===== config.mk =====
export PLATFORM = sky130hd
export DESIGN_NAME = pc_next_unit
export DESIGN_NICKNAME = d
export VERILOG_FILES = /design/src/rtl/pc_pkg.sv /design/src/rtl/pc_src_mux.sv /design/src/rtl/pc_next_unit.sv
export SDC_FILE = /design/constraint.sdc
export NUM_CORES = 1
export LEC_CHECK = 0
export CAP_MARGIN = 20
export CELL_PAD_IN_SITES_DETAIL_PLACEMENT = 1
export CELL_PAD_IN_SITES_GLOBAL_PLACEMENT = 1
export CORE_MARGIN = 5
export CORE_UTILIZATION = 27
export CTS_CLUSTER_SIZE = 14
export DETAILED_ROUTE_END_ITERATION = 10
export PLACE_DENSITY = 0.77
export SYNTH_ARGS = -nofsm -noshare
export SYNTH_HDL_FRONTEND = slang
export SYNTH_SLANG_ARGS = --single-unit

===== constraint.sdc =====
create_clock -name clk -period 2.05 [get_ports clk]
set_input_delay 0.205 -clock clk [delete_from_list [all_inputs] [get_ports clk]]
set_output_delay 0.205 -clock clk [all_outputs]
set_load 0.05 [all_outputs]

===== src/rtl/pc_pkg.sv =====
// pc_pkg -- shared definitions for the next-PC unit.
//   pc_state_e      : exception-entry FSM states (RUN, EXC)
//   PC_VEC_BASE_DEF : default value of exception vector 0
//   PC_RESET_PC_DEF : default PC after reset
//   pc_sel_w()      : width of the next-PC select for N_SRC + N_VEC choices
//   pc_code_w()     : width of the exception code for N_VEC vectors
package pc_pkg;

  typedef enum logic {
    RUN = 1'b0,
    EXC = 1'b1
  } pc_state_e;

  localparam int PC_VEC_BASE_DEF = 253;
  localparam int PC_RESET_PC_DEF = 0;

  // At least one bit, so a single-choice configuration still has a port.
  function automatic int pc_sel_w(input int n_src, input int n_vec);
    return (n_src + n_vec > 1) ? $clog2(n_src + n_vec) : 1;
  endfunction

  function automatic int pc_code_w(input int n_vec);
    return (n_vec > 1) ? $clog2(n_vec) : 1;
  endfunction

endpackage


===== src/rtl/pc_src_mux.sv =====
// pc_src_mux -- combinational next-PC selector.
//   sel      : select; 0..N_SRC-1 picks a datapath source,
//              N_SRC..N_SRC+N_VEC-1 picks constant vector VEC_BASE+(sel-N_SRC)
//   src_bus  : packed sources, source i at [i*WIDTH +: WIDTH]
//   next_val : selected value (zero when sel is out of range)
//   sel_oor  : sel does not name any source or vector
module pc_src_mux
  import pc_pkg::*;
#(
  parameter  int WIDTH    = 32,
  parameter  int N_SRC    = 5,
  parameter  int N_VEC    = 3,
  parameter  int VEC_BASE = PC_VEC_BASE_DEF,
  localparam int SEL_W    = pc_sel_w(N_SRC, N_VEC)
) (
  input  logic [SEL_W-1:0]       sel,
  input  logic [N_SRC*WIDTH-1:0] src_bus,
  output logic [WIDTH-1:0]       next_val,
  output logic                   sel_oor
);

  logic [WIDTH-1:0] src_arr [N_SRC];

  for (genvar gi = 0; gi < N_SRC; gi++) begin : g_unpack
    assign src_arr[gi] = src_bus[gi*WIDTH +: WIDTH];
  end

  // Explicit compare loops keep the select safe when N_SRC+N_VEC is not
  // a power of two: unmatched codes simply leave sel_oor set.
  always_comb begin
    next_val = '0;
    sel_oor  = 1'b1;
    for (int i = 0; i < N_SRC; i++) begin
      if (sel == SEL_W'(i)) begin
        next_val = src_arr[i];
        sel_oor  = 1'b0;
      end
    end
    for (int k = 0; k < N_VEC; k++) begin
      if (sel == SEL_W'(N_SRC + k)) begin
        next_val = WIDTH'(VEC_BASE + k);
        sel_oor  = 1'b0;
      end
    end
  end

endmodule


===== src/rtl/pc_next_unit.sv =====
// pc_next_unit -- program counter register with next-PC selection,
// conditional/unconditional write control and one-step exception entry.
//   clk, reset    : clock (rising edge), asynchronous active-high reset
//   sel, src_bus  : next-PC select and packed datapath sources
//   pc_write      : unconditional PC update
//   pc_write_cond : PC update qualified by cond_flag
//   exc_req       : exception request (level); exc_code picks the vector
//   pc, epc       : program counter and exception PC registers
//   exc_busy      : high during the single EXC cycle
//   sel_err       : one-cycle pulse after an update with out-of-range sel
//   align_err     : one-cycle pulse after a suppressed misaligned update
// Build option: define PC_ALIGN_CHECK_EN to enable the alignment check;
// without it align_err is constant 0.
module pc_next_unit
  import pc_pkg::*;
#(
  parameter  int WIDTH    = 32,
  parameter  int N_SRC    = 5,
  parameter  int N_VEC    = 3,
  parameter  int VEC_BASE = PC_VEC_BASE_DEF,
  parameter  int RESET_PC = PC_RESET_PC_DEF,
  localparam int SEL_W    = pc_sel_w(N_SRC, N_VEC),
  localparam int CODE_W   = pc_code_w(N_VEC)
) (
  input  logic                   clk,
  input  logic                   reset,
  input  logic [SEL_W-1:0]       sel,
  input  logic [N_SRC*WIDTH-1:0] src_bus,
  input  logic                   pc_write,
  input  logic                   pc_write_cond,
  input  logic                   cond_flag,
  input  logic                   exc_req,
  input  logic [CODE_W-1:0]      exc_code,
  output logic [WIDTH-1:0]       pc,
  output logic [WIDTH-1:0]       epc,
  output logic                   exc_busy,
  output logic                   sel_err,
  output logic                   align_err
);

  // The highest vector must be representable in WIDTH bits.
  if (WIDTH < 63) begin : g_vec_fit
    if ((longint'(VEC_BASE) + longint'(N_VEC) - 1) >= (longint'(1) << WIDTH)) begin : g_vec_overflow
      $error("pc_next_unit: VEC_BASE+N_VEC-1 does not fit in WIDTH bits");
    end
  end

  pc_state_e        state_reg, state_next;
  logic [WIDTH-1:0] pc_reg, epc_reg;
  logic             sel_err_reg;
  logic [WIDTH-1:0] next_val, exc_vec;
  logic             sel_oor, upd, align_bad;

  pc_src_mux #(
    .WIDTH    (WIDTH),
    .N_SRC    (N_SRC),
    .N_VEC    (N_VEC),
    .VEC_BASE (VEC_BASE)
  ) u_mux (
    .sel      (sel),
    .src_bus  (src_bus),
    .next_val (next_val),
    .sel_oor  (sel_oor)
  );

  assign upd = pc_write | (pc_write_cond & cond_flag);

  // Codes beyond the last vector clamp to the last vector.
  always_comb begin
    exc_vec = WIDTH'(VEC_BASE + N_VEC - 1);
    if (int'(exc_code) < N_VEC) begin
      exc_vec = WIDTH'(VEC_BASE) + WIDTH'(exc_code);
    end
  end

`ifdef PC_ALIGN_CHECK_EN
  logic align_err_reg;

  // Only datapath sources are checked; vectors are exempt.
  assign align_bad = (int'(sel) < N_SRC) && (next_val[1:0] != 2'b00);

  always_ff @(posedge clk or posedge reset) begin
    if (reset) begin
      align_err_reg <= 1'b0;
    end else begin
      align_err_reg <= (state_reg == RUN) && !exc_req && upd && !sel_oor && align_bad;
    end
  end

  assign align_err = align_err_reg;
`else
  assign align_bad = 1'b0;
  assign align_err = 1'b0;
`endif

  // FSM state register
  always_ff @(posedge clk or posedge reset) begin
    if (reset) begin
      state_reg <= RUN;
    end else begin
      state_reg <= state_next;
    end
  end

  // FSM next state: EXC always lasts exactly one cycle.
  always_comb begin
    state_next = RUN;
    if (state_reg == RUN && exc_req) begin
      state_next = EXC;
    end
  end

  // FSM outputs
  always_comb begin
    exc_busy = (state_reg == EXC);
  end

  // PC / EPC / error registers. In EXC every request is ignored, so an
  // exception arriving there is dropped rather than nested.
  always_ff @(posedge clk or posedge reset) begin
    if (reset) begin
      pc_reg      <= WIDTH'(RESET_PC);
      epc_reg     <= '0;
      sel_err_reg <= 1'b0;
    end else begin
      sel_err_reg <= 1'b0;
      if (state_reg == RUN) begin
        if (exc_req) begin
          epc_reg <= pc_reg;
          pc_reg  <= exc_vec;
        end else if (upd) begin
          if (sel_oor) begin
            sel_err_reg <= 1'b1;
          end else if (!align_bad) begin
            pc_reg <= next_val;
          end
        end
      end
    end
  end

  assign pc      = pc_reg;
  assign epc     = epc_reg;
  assign sel_err = sel_err_reg;

endmodule


==> results of run 1 <==
logic make-up after synthesis:
kind of cell    share of synthesized area, %
compound gates                          21.5
buf+inv                                 5.55
flops                                   40.5
mux                                     17.6
other cells                           0.0919
simple gates                            14.8
metrics by stage:
| step | hold slack, ns | power [mW] | cell area (um^2) | setup slack [ns] |
|---|---|---|---|---|
| 3_5_place_dp | 0.493 | 3.38 | 6650 | 0.202 |
| 4_1_cts | 0.287 | 5.07 | 6980 | 0.208 |
| 6_report | 0.267 | 5.00 | 6980 | 0.222 |
| 2_1_floorplan | 0.381 | 2.56 | 4080 | 0.190 |
| 3_3_place_gp | 0.486 | 3.33 | 6650 | 0.266 |
| 5_1_grt | 0.322 | 5.23 | 6980 | 0.192 |
per-layer routing:
layer | vias to the layer above | share of wire, %
met5 | - | 0
li1 | 1945 | -
met3 | 18 | 5.9
met4 | 0 | 1.7
met1 | 2002 | 41
met2 | 144 | 52
cell usage after synthesis:
cell type	n
nor3b_1	1
o31ai_2	20
mux2_2	35
a41oi_1	1
nand3_4	1
nor2b_1	1
a21oi_4	1
nor3_1	25
a221o_1	2
inv_1	4
buf_4	4
a221oi_1	1
mux2i_1	30
o32ai_1	1
a21o_1	1
a2bb2oi_1	22
a32o_1	1
or2_2	4
o41ai_2	1
o31ai_1	2
buf_6	4
inv_4	1
conb_1	1
o21ai_0	12
or3_1	1
nand2_1	31
o21ai_1	2
nand2b_1	28
mux4_2	1
a21o_2	1
a21oi_1	42
clkbuf_1	19
dfrtp_1	66
o32a_2	3
nor2_1	33
buf_2	11
clkinv_1	1
cells in the final DEF, fill, tap and decap left out, drive strengths merged:
| master | netlist | layout |
|---|---|---|
| clkinv | 1 | 2 |
| inv | 5 | 6 |
| or3 | 1 | 1 |
| clkbuf | 19 | 10 |
| a2bb2oi | 22 | 22 |
| a221o | 2 | 2 |
| or2 | 4 | 4 |
| bufinv | 0 | 2 |
| o31ai | 22 | 22 |
| dfrtp | 66 | 66 |
| mux4 | 1 | 1 |
| nor3b | 1 | 1 |
| o32ai | 1 | 1 |
| nand3 | 1 | 1 |
| clkdlybuf4s50 | 0 | 234 |
| nand2b | 28 | 28 |
| mux2i | 30 | 30 |
| nand2 | 31 | 31 |
| mux2 | 35 | 35 |
| o41ai | 1 | 1 |
| nor2 | 33 | 33 |
| a221oi | 1 | 1 |
| o21ai | 14 | 14 |
| clkinvlp | 0 | 2 |
| nor2b | 1 | 1 |
| a32o | 1 | 1 |
| conb | 1 | 2 |
| nor3 | 25 | 25 |
| buf | 19 | 21 |
| a41oi | 1 | 1 |
| a21oi | 43 | 43 |
| o32a | 3 | 3 |
| a21o | 2 | 2 |
report_power, final:
part	leakage, nW	switching [mW]	total [mW]	internal [mW]
clock	0.155	0.567	1.67	1.10
combinational	1.88	0.983	1.78	0.796
sequential	0.842	0.102	1.55	1.45
total	2.87	1.65	5.00	3.35
cell type report:
type / instances / area (um^2) / area share, %
Timing Repair Buffer: 255 / 2530 / 36.3
Multi-Input combinational cell: 306 / 2210 / 31.6
Sequential cell: 66 / 1650 / 23.7
Clock buffer: 10 / 239 / 3.42
Tap cell: 188 / 235 / 3.37
Clock inverter: 6 / 88.8 / 1.27
Inverter: 6 / 25.0 / 0.358
final timing paths:
path	start	to	cells after the start
min in group clk	sel[0]	pc[0]	3
hold reg to reg	epc[15]	epc[15]	1
setup / recovery	exc_busy	exc_busy	1
hold / removal	reset	epc[9]	3
max in group asynchronous	reset	pc[23]	3
setup reg to reg	exc_busy	epc[2]	3
==> flow_summary_export.csv, run 1 <==
group,metric,value,unit
run_status,status,"finished clean",
routing,via_count,4109,
placed_design,numPortBuffers,236,
sta,drv_slew,0,
final_layout,fillers,1666,
routing,dr.first_iter.drc_count,112,
die,die_x,133,um
logic_synthesis,syn_avg_cell_area,9.83,um^2
sta,setup_viol,0,
global_routing,grt-busiest-layer,"met2",
pwr,irDropWorstVdd,0.385,mV
clocking,numCtsBuffers,9,
global_routing,grt_use_met2,32.1,%
die,ios,238,
clocking,cts.htree.levels,3,
logic_synthesis,yosysTopAreaCellShare,40.5,%
die,die_y,133,um
worst_setup_path,cp.buffers_inverters,1,
global_routing,gr-total-overflow,0,
worst_setup_path,slowest_stage,"clkdlybuf4s50_1",
sta,period_share,89.2,%
global_routing,grt_pass1_vias,4589,
final_layout,final_cells,837,
die,coreArea,15000,um^2
clocking,holdBufCountCts,0,
clocking,clkTransAtPathRegs,0.05,ns
clocking,clock_path_buffers,2,
logic_synthesis,synth_seq_area_share,40.5,%
pwr,power_per_cell_area,716,nW/um^2
worst_setup_path,worstSetupEndpointType,"primary output",
placed_design,dp_cells,821,
sta,rsz0062_at_grt,"false",
logic_synthesis,netlist_instances,415,
worst_setup_path,cpPeakStageDelay,0.86,ns
routing,wire_per_inst,19.2,um
worst_setup_path,crit_family,"buffers and inverters",
hold_path,hold_path_class,"in2async",
die,dieArea,17700,um^2
logic_synthesis,synth_top_area_cell,"dfrtp_1",
worst_setup_path,r2r_slack,0.65,ns
global_routing,global_route.usage.met1,22.3,%
routing,via_per_inst,4.91,
final_layout,area_growth,71.2,%
worst_setup_path,path_max_fanout,4,
sta,fin_skew,0.00421,ns
routing,routed_wl,16100,um
worst_setup_path,path_class,"reg2out",
logic_synthesis,yosysUniqueCellTypes,37,
logic_synthesis,synth_top_cells_by_area,"dfrtp_1 40%, mux2_2 9.7%, mux2i_1 7.4%",
clocking,clock_sinks,66,
flow_run,drv_cap,0,
routing,antenna_left,0,
clocking,cts_tree,"done",
routing,drc,0,
clocking,clk_latency,0.32,ns
final_layout,final_util,46.4,%
worst_setup_path,critPathArrivalTime,1.62,ns
global_routing,track_usage,18.3,%
final_layout,final_net_count,815,
worst_setup_path,crit_required,1.85,ns
clocking,cts_root_buf,"clkbuf_16",
sta,finalHoldViolations,0,
global_routing,antenna_found_initial,0,
routing,first_pass_iters,4,
die,std_cell_rows,45,
global_routing,grt_max_degree,67,
final_layout,layout-drive-gt1-share,16.5,%
logic_synthesis,synth_area,4080,um^2
sta,period_minus_slack,1.83,ns
die,start_util,27.1,%
sta,fmax,0.547,GHz
clocking,cts_setup_buffers,0,
global_routing,grt_pass1_wl,25700,um
pwr,p_leak,2.87,nW
final_layout,antenna_cells,0,
worst_setup_path,start_kind,"register",
logic_synthesis,synth_seq_cells,66,
sta,tightest_slew,0.556,ns
sta,tns,0,ns
logic_synthesis,yosys_warnings,0,
worst_setup_path,crit_chain,"clkdlybuf4s50_1",
global_routing,met3_usage,4.26,%
placed_design,hpwl,12900,um
clocking,post_cts_resized,0,
placed_design,globalplace.congestion,0.839,
sta,slew_headroom,62.8,%
Power figures use the tool's default switching activity.
==> run 2, diff against run 1 <==
--- a/config.mk
+++ b/config.mk
@@ -6,10 +6,10 @@
 export NUM_CORES = 1
 export LEC_CHECK = 0
 export CAP_MARGIN = 20
-export CELL_PAD_IN_SITES_DETAIL_PLACEMENT = 1
-export CELL_PAD_IN_SITES_GLOBAL_PLACEMENT = 1
+export CELL_PAD_IN_SITES_DETAIL_PLACEMENT = 0
+export CELL_PAD_IN_SITES_GLOBAL_PLACEMENT = 2
 export CORE_MARGIN = 5
-export CORE_UTILIZATION = 27
+export CORE_UTILIZATION = 21
 export CTS_CLUSTER_SIZE = 14
 export DETAILED_ROUTE_END_ITERATION = 10
 export PLACE_DENSITY = 0.77
==> run 2 against run 1 <==
- worst hold slack gained 0.019 ns
- flip-flop and latch count is the same
- combinational power is essentially flat
- sequential power is essentially flat
- final cell count grew 8.7%
- largest cell class unchanged
==> flow_summary_export.csv, run 2 (same netlist as run 1, synthesis figures left out) <==
group,metric,value,unit
run_status,status,"finished clean",
placed_design,hpwl,12600,um
die,coreArea,19300,um^2
pwr,irDropWorstVdd,0.404,mV
worst_setup_path,critPathArrivalTime,1.63,ns
sta,finalHoldViolations,0,
worst_setup_path,cp-startpoint,"pc[10]",
final_layout,final_common_cell,"clkdlybuf4s50_1",
clocking,cts.htree.levels,3,
routing,antenna_left,0,
worst_setup_path,cpPeakStageDelay,0.85,ns
pwr,power_per_cell_area,711,nW/um^2
sta,rsz0062_at_grt,"false",
clocking,clk_latency,0.33,ns
die,dieArea,22300,um^2
clocking,numCtsBuffers,9,
pwr,p_leak,2.87,nW
final_layout,mostFrequentLayoutCells,"234 x clkdlybuf4s50_1, 66 x dfrtp_1, 42 x a21oi_1",
clocking,holdBufCountCts,0,
clocking,clock_path_buffers,2,
worst_setup_path,cp.buffers_inverters,1,
sta,period_minus_slack,1.83,ns
routing,first_pass_iters,4,
sta,period_share,89.3,%
global_routing,grt_max_degree,67,
worst_setup_path,path_max_fanout,3,
hold_path,hold_path_class,"in2async",
die,die_y,149,um
worst_setup_path,cp_num_cells,1,
sta,tightest_slew,0.563,ns
worst_setup_path,r2r_slack,0.73,ns
global_routing,antenna_found_initial,2,
worst_setup_path,path_class,"reg2out",
routing,wire_per_inst,17.8,um
routing,drc,0,
die,std_cell_rows,51,
worst_setup_path,slowest_stage,"clkdlybuf4s50_1",
final_layout,final_util,36.7,%
clocking,cts_tree,"done",
sta,drv_slew,0,
routing,met1_length,7170,um
die,ios,238,
global_routing,grt_pass1_wl,24400,um
worst_setup_path,worstSetupEndpointType,"primary output",
clocking,post_cts_resized,0,
clocking,clock_sinks,66,
die,die_x,149,um
final_layout,final_net_count,811,
final_layout,layout-drive-gt1-share,16.1,%
sta,fin_skew,0.00653,ns
final_layout,antenna_cells,0,
routing,routed.top_layer,"met5",
final_layout,fillers,1964,
sta,setup_viol,0,
clocking,cts_setup_buffers,0,
global_routing,track_usage,14.2,%
worst_setup_path,crit_family,"buffers and inverters",
routing,via_per_inst,4.44,
sta,fmax,0.546,GHz
worst_setup_path,crit_chain,"clkdlybuf4s50_1",
worst_setup_path,crit_end,"pc[10]",
global_routing,grt_pass1_vias,4291,
routing,dr.first_iter.drc_count,93,
routing,wl_met3,1070,um
routing,routed_wl,16200,um
flow_run,drv_cap,0,
global_routing,gr-total-overflow,0,
routing,wl_met2,7700,um
placed_design,numPortBuffers,236,
routing,via_count,4038,
clocking,cts_root_buf,"clkbuf_16",
worst_setup_path,crit_required,1.85,ns
worst_setup_path,r2r_cells,4,
clocking,clkTransAtPathRegs,0.06,ns
placed_design,globalplace.congestion,0.794,
worst_setup_path,start_kind,"register",
final_layout,area_growth,73.4,%
worst_setup_path,timing.rr.end,"pc[11]",
sta,slew_headroom,62.3,%
die,start_util,21.2,%
sta,tns,0,ns
worst_setup_path,r2r-start,"exc_busy",
## run 2: cell count changes in the layout (fill, tap and decap cells not counted), sizes merged
| cell | delta |
|---|---|
| buf | -4 |
| clkinv | -1 |
| inv | +1 |
## run 2: area by class of cell
cell class	instances	area (um^2)	area share, %
Timing Repair Buffer	251	2530	35.8
Multi-Input combinational cell	306	2210	31.2
Sequential cell	66	1650	23.4
Tap cell	265	332	4.69
Clock buffer	10	239	3.38
Clock inverter	6	88.8	1.26
Inverter	6	25.0	0.354
## run 2: power by group
part	switching, mW	internal [mW]
logic	0.979	0.798
clock network	0.604	1.10
registers	0.0998	1.45
## run 2: how the worst min path moves through the flow
stage          endpoint  slack (ns)  depth (start not counted)
2_1_floorplan     pc[0]        0.38                          2
3_3_place_gp    epc[11]        0.49                          1
3_5_place_dp    epc[29]        0.50                          1
4_1_cts         epc[10]        0.29                          3
5_1_grt          epc[9]        0.33                          3
6_report        epc[10]        0.29                          3
## run 2: tightest hold or removal path: cells and delay by family
| family | cells | cell delay [ns] |
|---|---|---|
| buffers and inverters | 3 | 0.83 |
## run 2: layer usage
layer | GRT usage (%) | vias to the layer above
li1 | - | 1939
met1 | 18.5 | 1929
met2 | 23.5 | 150
met3 | 3.01 | 16
met4 | 4.90 | 4
met5 | 0 | -
## run 2: per-stage QoR
stage	power (mW)	cells	hold slack, ns	cell area [um^2]	setup WS [ns]
2_1_floorplan	2.56	416	0.381	4080	0.190
3_3_place_gp	3.35	894	0.490	6750	0.188
6_report	5.03	910	0.286	7070	0.219
3_5_place_dp	3.37	894	0.495	6750	0.120
4_1_cts	5.13	910	0.291	7070	0.197
5_1_grt	5.27	910	0.334	7070	0.174
==> run 3, diff against run 2 <==
--- a/config.mk
+++ b/config.mk
@@ -5,6 +5,7 @@
 export SDC_FILE = /design/constraint.sdc
 export NUM_CORES = 1
 export LEC_CHECK = 0
+export ABC_CLOCK_PERIOD_IN_PS = 2050
 export CAP_MARGIN = 20
 export CELL_PAD_IN_SITES_DETAIL_PLACEMENT = 0
 export CELL_PAD_IN_SITES_GLOBAL_PLACEMENT = 2
@@ -12,7 +13,9 @@
 export CORE_UTILIZATION = 21
 export CTS_CLUSTER_SIZE = 14
 export DETAILED_ROUTE_END_ITERATION = 10
+export MAX_ROUTING_LAYER = met4
 export PLACE_DENSITY = 0.77
+export SKIP_LAST_GASP = 1
 export SYNTH_ARGS = -nofsm -noshare
 export SYNTH_HDL_FRONTEND = slang
 export SYNTH_SLANG_ARGS = --single-unit
==> run 3 against run 2 <==
- worst hold slack barely moved
- worst setup slack improved by 0.0032 ns
- critical path depth did not move
- flip-flop and latch count did not move
- wire length barely moved
- core utilization barely moved
- sequential share of layout area barely moved
- final cell count rose by 0.22%
- clock skew fell by 0.00061 ns
- clock power barely moved
- design area barely moved
- largest cell class unchanged
==> flow_summary_export.csv, run 3 (same netlist as run 1, synthesis figures left out) <==
group,metric,value,unit
run_status,status,"finished clean",
die,start_util,21.2,%
worst_setup_path,path_max_fanout,3,
clocking,cts_tree,"done",
pwr,seq_power_share,30.8,%
sta,tightest_slew,0.564,ns
pwr,irDropWorstVdd,0.403,mV
global_routing,grt_pass1_vias,4287,
die,dieArea,22300,um^2
final_layout,mostFrequentLayoutCells,"234 x clkdlybuf4s50_1, 66 x dfrtp_1, 42 x a21oi_1",
die,die_x,149,um
die,coreArea,19300,um^2
pwr,intPower,3.35,mW
sta,drv_slew,0,
clocking,clock_path_buffers,2,
pwr,combPwrFrac,35.3,%
clocking,cts.htree.levels,3,
global_routing,track_usage,14.7,%
worst_setup_path,critPathArrivalTime,1.62,ns
final_layout,layout-drive-gt1-share,16.1,%
clocking,clock_sinks,66,
sta,finalHoldViolations,0,
routing,via_count,4014,
placed_design,hpwl,12600,um
pwr,pwr-share-clk,33.9,%
global_routing,grt_pass1_wl,24400,um
sta,setup_viol,0,
final_layout,fillers,1964,
worst_setup_path,crit_required,1.85,ns
final_layout,final_net_count,811,
global_routing,gr-total-overflow,0,
worst_setup_path,r2r_slack,0.73,ns
clocking,clkTransAtPathRegs,0.06,ns
global_routing,antenna_found_initial,2,
clocking,post_cts_resized,0,
final_layout,area_growth,73.5,%
final_layout,final_common_cell,"clkdlybuf4s50_1",
sta,rsz0062_at_grt,"false",
clocking,cts_setup_buffers,0,
pwr,p_switching,1.69,mW
sta,slew_headroom,62.3,%
worst_setup_path,path_class,"reg2out",
clocking,numCtsBuffers,9,
die,ios,238,
placed_design,dp_slack,0.120,ns
routing,first_pass_iters,4,
flow_run,drv_cap,0,
sta,fmax,0.547,GHz
worst_setup_path,cpPeakStageDelay,0.85,ns
routing,antenna_left,0,
routing,dr.first_iter.drc_count,120,
pwr,p_leak,2.87,nW
clocking,clk_latency,0.33,ns
pwr,power_per_cell_area,711,nW/um^2
sta,period_minus_slack,1.83,ns
sta,period_share,89.1,%
routing,via_per_inst,4.40,
sta,fin_skew,0.00592,ns
placed_design,numPortBuffers,236,
clocking,holdBufCountCts,0,
clocking,cts_root_buf,"clkbuf_16",
pwr,swShare,33.5,%
worst_setup_path,crit_family,"buffers and inverters",
worst_setup_path,worstSetupEndpointType,"primary output",
worst_setup_path,start_kind,"register",
worst_setup_path,slowest_stage,"clkdlybuf4s50_1",
routing,routed_wl,16200,um
routing,wire_per_inst,17.8,um
sta,tns,0,ns
die,die_y,149,um
worst_setup_path,crit_chain,"clkdlybuf4s50_1",
worst_setup_path,cp.buffers_inverters,1,
global_routing,grt_max_degree,67,
placed_design,globalplace.congestion,0.805,
hold_path,hold_path_class,"in2async",
routing,drc,0,
sta,setup_ws,0.222,ns
die,std_cell_rows,51,
-- run 3: changes by cell type in the layout (fill, tap and decap cells not counted), sizes merged --
cell	before	now
diode	0	2
-- run 3: final cells by class --
type | count | area [um^2] | area share (%)
Timing Repair Buffer | 251 | 2530 | 35.7
Multi-Input combinational cell | 306 | 2210 | 31.2
Sequential cell | 66 | 1650 | 23.3
Tap cell | 265 | 332 | 4.68
Clock buffer | 10 | 239 | 3.38
Clock inverter | 6 | 88.8 | 1.26
Inverter | 6 | 25.0 | 0.354
Antenna cell | 2 | 5.00 | 0.0707
-- run 3: power by group through the flow --
stage / Combinational (mW) / Clock [mW] / Sequential, mW
global placement: 1.79 / 0 / 1.57
floorplan: 0.486 / 0 / 2.07
global route: 1.88 / 1.82 / 1.57
detailed placement: 1.80 / 0 / 1.58
CTS: 1.80 / 1.77 / 1.55
finish: 1.78 / 1.71 / 1.55
-- run 3: worst min-delay path: cells and delay by family --
family | cells | cell delay, ns
buffers and inverters | 3 | 0.83
-- run 3: worst paths after layout --
| kind | start | to | depth (start not counted) |
|---|---|---|---|
| max | pc[10] | pc[10] | 1 |
| min | reset | epc[10] | 3 |
| max reg2reg | exc_busy | pc[11] | 4 |
| min reg2reg | epc[20] | epc[20] | 1 |
| max in group asynchronous | reset | pc[25] | 3 |
| min in group clk | sel[0] | pc[6] | 4 |
-- run 3: stage by stage --
step | utilization (%) | hold slack, ns | cells | power, mW | instance area, um^2
final | 36.7 | 0.287 | 912 | 5.03 | 7080
after global routing | 36.7 | 0.336 | 912 | 5.27 | 7080
after CTS | 36.7 | 0.291 | 910 | 5.13 | 7070
after detailed placement | 35.0 | 0.495 | 894 | 3.37 | 6750
after global placement | 35.0 | 0.490 | 894 | 3.35 | 6750
after floorplan | - | 0.381 | 416 | 2.56 | 4080
-- run 3: layer usage --
metal	global-route usage (%)	wire, um	vias up
met5	-	0	-
li1	-	-	1944
met1	18.8	7380	1917
met2	23.4	7640	141
met3	2.73	949	12
met4	4.90	246	0
